--- config.mk ---
export PLATFORM = sky130hd
export DESIGN_NAME = fifo_rd_port
export DESIGN_NICKNAME = d
export VERILOG_FILES = /design/src/rtl/fifo_rd_port.sv
export SDC_FILE = /design/constraint.sdc
export NUM_CORES = 1
export LEC_CHECK = 0
export CAP_MARGIN = 10
export CORE_AREA = 2 2 56 58
export CTS_BUF_LIST = sky130_fd_sc_hd__clkbuf_4 sky130_fd_sc_hd__clkbuf_8
export CTS_CLUSTER_SIZE = 8
export DETAILED_ROUTE_END_ITERATION = 16
export DIE_AREA = 0 0 58 60
export PLACE_DENSITY = 0.79
export SETUP_SLACK_MARGIN = 0.05
export SYNTH_ARGS = -nofsm -noshare
export SYNTH_HDL_FRONTEND = slang
export SYNTH_SLANG_ARGS = --single-unit
--- constraint.sdc ---
create_clock -name rclk -period 3.3 [get_ports rclk]
set_clock_uncertainty 0.05 [all_clocks]
set_input_delay 0.99 -clock rclk [delete_from_list [all_inputs] [get_ports rclk]]
set_output_delay 0.99 -clock rclk [all_outputs]
set_load 0.01 [all_outputs]
--- src/rtl/fifo_rd_port.sv ---
// fifo_rd_port
// Read-side controller of an asynchronous FIFO, living entirely in the read
// clock domain. It owns the binary/Gray read pointers, addresses the FIFO's
// dual-port memory (asynchronous read), derives empty / almost-empty /
// occupancy from the synchronized Gray write pointer, and prefetches words
// into a registered valid/ready output stage that sustains one word per cycle.
//
// Ports:
//   rclk       read-domain clock
//   rrst       asynchronous active-high reset
//   rq2_wptr   Gray write pointer, already synchronized to rclk
//   mem_rdata  combinational memory read data at raddr
//   raddr      memory read address (straight from the binary read pointer)
//   rptr       registered Gray read pointer, sent to the write domain
//   rempty     memory holds no unread word (registered)
//   rcount     words in memory not yet popped (registered)
//   raempty    rcount <= AEMPTY_THRESH (registered)
//   rdata      output data register
//   rvalid     rdata holds a word
//   rready     consumer accepts rdata when rvalid
//
// Handshake: a word moves to the consumer on every rclk edge where
// rvalid && rready are both high. While rvalid is high and rready is low,
// rdata/rvalid are held stable. rready is ignored while rvalid is low.

module fifo_rd_port #(
    parameter int DATASIZE      = 8,
    parameter int ADDRSIZE      = 4,
    parameter int AEMPTY_THRESH = 2
) (
    input  logic                rclk,
    input  logic                rrst,
    input  logic [ADDRSIZE:0]   rq2_wptr,
    input  logic [DATASIZE-1:0] mem_rdata,
    output logic [ADDRSIZE-1:0] raddr,
    output logic [ADDRSIZE:0]   rptr,
    output logic                rempty,
    output logic [ADDRSIZE:0]   rcount,
    output logic                raempty,
    output logic [DATASIZE-1:0] rdata,
    output logic                rvalid,
    input  logic                rready
);

    localparam logic [ADDRSIZE:0] AE_LIMIT = (ADDRSIZE + 1)'(AEMPTY_THRESH);

    logic [ADDRSIZE:0] rbin;
    logic [ADDRSIZE:0] rbinnext;
    logic [ADDRSIZE:0] rgraynext;
    logic [ADDRSIZE:0] wbin;
    logic [ADDRSIZE:0] wdiff;
    logic              pop;

    // Pull a word out of memory whenever one is available and the output
    // register is either empty or being drained on this same edge.
    always_comb begin
        pop       = !rempty && (!rvalid || rready);
        rbinnext  = rbin + {{ADDRSIZE{1'b0}}, pop};
        rgraynext = (rbinnext >> 1) ^ rbinnext;
    end

    // Gray-to-binary: each binary bit is the XOR of all Gray bits at or above
    // it. Works for arbitrary jumps of the synchronized write pointer.
    always_comb begin
        wbin = '0;
        for (int i = 0; i <= ADDRSIZE; i++) begin
            wbin[i] = ^(rq2_wptr >> i);
        end
    end

    // Occupancy after this edge's pop; the extra MSB makes full (2^ADDRSIZE)
    // distinguishable from empty.
    always_comb wdiff = wbin - rbinnext;

    assign raddr = rbin[ADDRSIZE-1:0];

    always_ff @(posedge rclk or posedge rrst) begin
        if (rrst) begin
            rbin    <= '0;
            rptr    <= '0;
            rempty  <= 1'b1;
            rcount  <= '0;
            raempty <= 1'b1;
        end else begin
            rbin    <= rbinnext;
            rptr    <= rgraynext;
            // Full-width compare: the MSB separates "same slot, same lap"
            // (empty) from "same slot, one lap apart" (full).
            rempty  <= (rgraynext == rq2_wptr);
            rcount  <= wdiff;
            raempty <= (wdiff <= AE_LIMIT);
        end
    end

    always_ff @(posedge rclk or posedge rrst) begin
        if (rrst) begin
            rdata  <= '0;
            rvalid <= 1'b0;
        end else if (pop) begin
            rdata  <= mem_rdata;
            rvalid <= 1'b1;
        end else if (rvalid && rready) begin
            rvalid <= 1'b0;
        end
    end

endmodule
Word-level counts from Yosys, hierarchy flattened
Index checks and enable logic that the tools add are counted.

cells by class
  bitwise gates (word level) = 1
  $add $sub $neg = 2
  eq/ne operators = 1
  order comparisons = 1
  reduce and logical (&&, ||, !) cells = 11
  multiplexer cells = 2

operator list
  cell                                                  count
  parity 5 bit                                          5
  adder 5 x 1 -> 5 bit                                  1
  equality test 5 bit                                   1
  <= comparator 5 x 2 -> 1 bit (second input constant)  1
  subtractor 5 bit                                      1
  bitwise XOR 4 x 5 -> 5 bit                            1
  logical AND 1 bit                                     2
  logical NOT 1 bit                                     2
  2-to-1 mux 1 bit                                      2
  nonzero test 2 bit                                    1
  logical OR 1 bit                                      1

word-level totals
  bits in registers = 26
  output and inout bits = 25
  word-level logic and storage cells = 25
  input bits = 16

Longest topological paths before layout
Gate-level depths: netlist of the first run.

  word-level depth = 6
  gate-level depth with buffers = 12
  gate-level depth less buffers = 12

Worst setup path after synthesis of the first run
OpenSTA, ideal clock, no wires.

  path type = input to register
  start = input rready
  end = register rcount[4]
  setup slack = -0.292 ns
  arrival time = 3.417 ns
  setup time = 0.124 ns
  data required time = 3.126 ns
  stages = 11
  path buffers = 0
  cells stage by stage = inv_1 > a21oi_1 > ha_1 > ha_1 > xor2_2 > inv_1 > ha_1 > or2_2 > a221oi_1 > nor4_1 > or2_1

between the ends
  word-level cells in the longest chain between the ends = 4

ends and longest elaborated chain
  item                  RTL line  RTL
  from (decl)           42        input logic rready
  logical OR 1 bit      57        pop = !rempty && (!rvalid || rready);
  logical AND 1 bit     57
  net pop               52        logic pop;
  adder 5 x 1 -> 5 bit  58        rbinnext = rbin + {{ADDRSIZE{1'b0}}, pop};
  net rbinnext[2]       48        logic [ADDRSIZE:0] rbinnext;
  subtractor 5 bit      73        always_comb wdiff = wbin - rbinnext;
  net wdiff[4]          51        logic [ADDRSIZE:0] wdiff;
  to (signal assigned)  90        rcount <= wdiff;
  to (decl)             38        output logic [ADDRSIZE:0] rcount,

The timed path passes the listed nets, and every way through them passes these cells.
A chain may end at the register's enable or synchronous reset.

Worst setup path in the final report of the first run
  start = input rq2_wptr[2]
  end = register rcount[4]

between the ends
  word-level cells in the longest chain between the ends = 2
  elaborated cells on any way between the ends = 4
  classes of those cells = add/sub (1); reduce/logical (3)

ends and longest elaborated chain
  item                RTL line  RTL
  from (decl)         33        input logic [ADDRSIZE:0] rq2_wptr,
  parity 5 bit        67        wbin[i] = ^(rq2_wptr >> i);
  subtractor 5 bit *  73
  net wdiff[4]        51

Mark *: on every way through the listed nets, which the timed path passes. The rest lies on a longest branch.

==> results of run 1 <==
placed cells by master, fill, tap and decap left out, types with 2 or more instances in the layout:
cell              n
a211oi_1          2
dfstp_2           2
dfrtp_1          23
xnor2_2           2
nor2_1            2
clkbuf_4          3
nand2b_1          2
buf_4            18
dlymetal6s2s_1    2
inv_2             2
or2_2             2
mux2_2            8
nor3_1            2
ha_2              2
clkdlybuf4s50_1  36
nand2_1           3
ha_4              3
inv_1             9
and3_1            2
xor2_1            6
dlygate4sd2_1     2
o21ai_0           3
xnor2_1           8
registers in the layout, summed over array words and instances, names as in the netlist:
signal   count
raempty      1
rvalid       1
rbin         5
rempty       1
rcount       5
rdata        8
rptr         4
cells in the mapped netlist (all sizes together), types with 2 or more instances:
master	n
inv	11
mux2	8
nand2	3
or2	3
nand2b	2
nor2	2
buf	2
o21ai	3
a211oi	2
dfrtp	23
ha	5
xnor2	11
xor2	8
and3	3
xnor3	2
dfstp	2
nor3	3
cell type report:
| class | count | share of cell area (%) |
|---|---|---|
| clock inverters | 1 | 0.246 |
| multi-input cells | 67 | 37.2 |
| well taps | 33 | 2.03 |
| repair buffers | 58 | 26.5 |
| clock buffers | 3 | 1.11 |
| inverters | 11 | 2.03 |
| flip-flops and latches | 25 | 30.9 |
stage by stage:
stage / util [%] / hold slack, ps / power, mW / worst slack [ps] / instance area [µm²]
floorplan: - / 431 / 1.30 / 64.4 / 1350
global placement: 65.3 / 418 / 1.81 / -381 / 1900
detailed placement: 65.3 / 429 / 1.88 / -471 / 1900
CTS: 67.9 / 461 / 2.10 / 58.1 / 1970
global route: 70.0 / 477 / 2.35 / 40.3 / 2030
finish: 70.0 / 455 / 2.21 / 108 / 2030
worst paths after layout:
check	slack [ps]	from	to
worst max-delay path	110	rq2_wptr[2]	rcount[4]
worst min-delay path	450	rempty	rvalid
worst max register to register	830	rempty	raempty
worst min register to register	450	rempty	rvalid
max in group asynchronous	1520	rrst	rdata[2]
min in group asynchronous	1100	rrst	rdata[0]
timing repair:
item / in CTS / in global routing
setup buffers: 1 / 0
pin swaps: 10 / 9
setup endpoints to repair: 3 / 2
gates cloned: 0 / 0
resized for setup: 9 / 11
per-layer routing:
metal  track usage [%]  vias up
met5                 0        -
met4              13.0        0
met3              3.03        9
met2              35.4       36
met1              19.5      528
li1                  -      483
report_power, final:
group,internal [mW],switching (mW),total (mW)
clock network,0.0454,0.0904,0.136
registers,0.455,0.0849,0.540
logic,0.821,0.714,1.54
total,1.32,0.890,2.21
logic make-up after synthesis:
group | Yosys count
xor gates and xnor gates | 21
and+or+nand+nor | 19
buffers and inverters | 13
muxes | 8
adders and majority gates | 5
DFF | 25
AOI/OAI and AO/OA | 14
==> results.yml, run 1 <==
yosys:
  synth_top_family_by_area: "XOR/XNOR gates"
  yosysTopAreaCell: "dfrtp_1"
  yosys_warnings: 0
  async_flop_share_pct: 100
  synth_simple_gate_area_share_pct: 7.90
  synthMuxAreaShare_pct: 6.85
  synth_compound_area_share_pct: 8.56
  synth_fa_ha_area_share_pct: 4.76
  syn_inst: 105
  synth_xor_area_share_pct: 19.3
  synthTopCellsByArea: "dfrtp_1, mux2_2, xnor2_1"
  ys.flop_type: "dfrtp_1"
  ys_seq_area_share_pct: 47.8
  ys_ff_latch: 25
  yosys.cell_types.count: 35
  synth_nets: 126
  avgSynthCellArea_um2: 12.5
  syn_area_um2: 1320
  synth-edff-count: 0
  synth_top_area_share_pct: 43.8
worst_setup_path:
  cp.buffers_inverters: 2
  startpoint_type: "input pin"
  ff2ff_path_depth: 10
  worstPathCellList: "dlygate4sd2_1 -> xnor3_2 -> xnor2_4 -> xnor2_2 -> ha_2 -> inv_1 -> ha_2 -> or2_2 -> a221oi_4 -> nor4_4 -> or2_1"
  end_kind: "flip-flop"
  cpMaxStageDelayCell: "xnor3_2"
  crit_path_max_incr_delay_ps: 420
  worstSetupPathType: "in2reg"
  crit_top_cell: "ha_2"
  critical-path-top-delay-family: "XOR/XNOR gates"
  crit_path_max_fanout: 3
  cp_num_cells: 11
  arrival_ps: 3360
  crit_required_ps: 3470
cells_and_area:
  nets: 187
  final_cells: 198
  drive_above_1_share_pct: 33.3
  fillerInstances: 220
  area_growth_pct: 54.5
  diodes: 0
  register_area_um2: 628
  multi_input_area_um2: 756
timing:
  min_period_over_period_pct: 96.7
  relSlewSlack_pct: 38.1
  grt_setup_unrepaired: "no"
  worstMarginPinSlew_ps: 928
  period_minus_slack_ps: 3190
  maxSlewViolCount: 0
  finalSetupViolCount: 0
  fmax_ghz: 0.313
  finalSetupTns_ps: 0
  finalHoldViolations: 0
cts:
  clk_pin_slew_ps: 140
  ctsLongestPathBuffers: 2
  cts_hold_buf: 0
  htreeDepth: 1
  cts.sinks: 25
  cts_tree: "yes"
  cts-buffers-inserted: 3
  cts_root_buffer: "clkbuf_4"
  clock_latency_ps: 320
place:
  dp_hpwl_um: 2400
  gp_congestion: 1.02
  port-buffer-count: 40
  place_inst: 193
power_and_ir_drop:
  p_leak_nw: 0.894
  ir_drop_mv: 0.644
  powerDensity_nw_per_um2: 1090
job:
  cap_violations: 0
detailed_routing:
  wl_met2_um: 1710
  wirelength_um: 3120
  top_layer: "met4"
  wl_met3_um: 172
  drtPass1Iterations: 4
  drc: 0
  drt-initial-drc-count: 12
  wl_per_cell_um: 15.7
  wl_met1_um: 1130
  via_per_inst: 5.33
  vias: 1056
  ant_nets: 0
grt:
  grt_start_max_net_pins: 26
  antenna_found_initial: 0
  track_usage_pct: 19.0
  grt_pass1_vias: 1116
  grt_pass1_wl_um: 4920
  overflow: 0
hold_path:
  whs_path_depth: 1
  hold_class: "reg2reg"
floorplanning:
  dieArea_um2: 3480
  die_y_um: 60
  io_pins: 41
  fp.dieW_um: 58
  rows: 20
  initial_core_util_pct: 45.3
  core_um2: 2900
outcome:
  status: "finished clean"
Note: power is estimated with default switching activity, not from simulation.
==> run 2: changes to the inputs <==
ABC_CLOCK_PERIOD_IN_PS = 3300   (was unset)
==> results of run 2 <==
Final layout, timing and power as in run 1 (identical DEF).
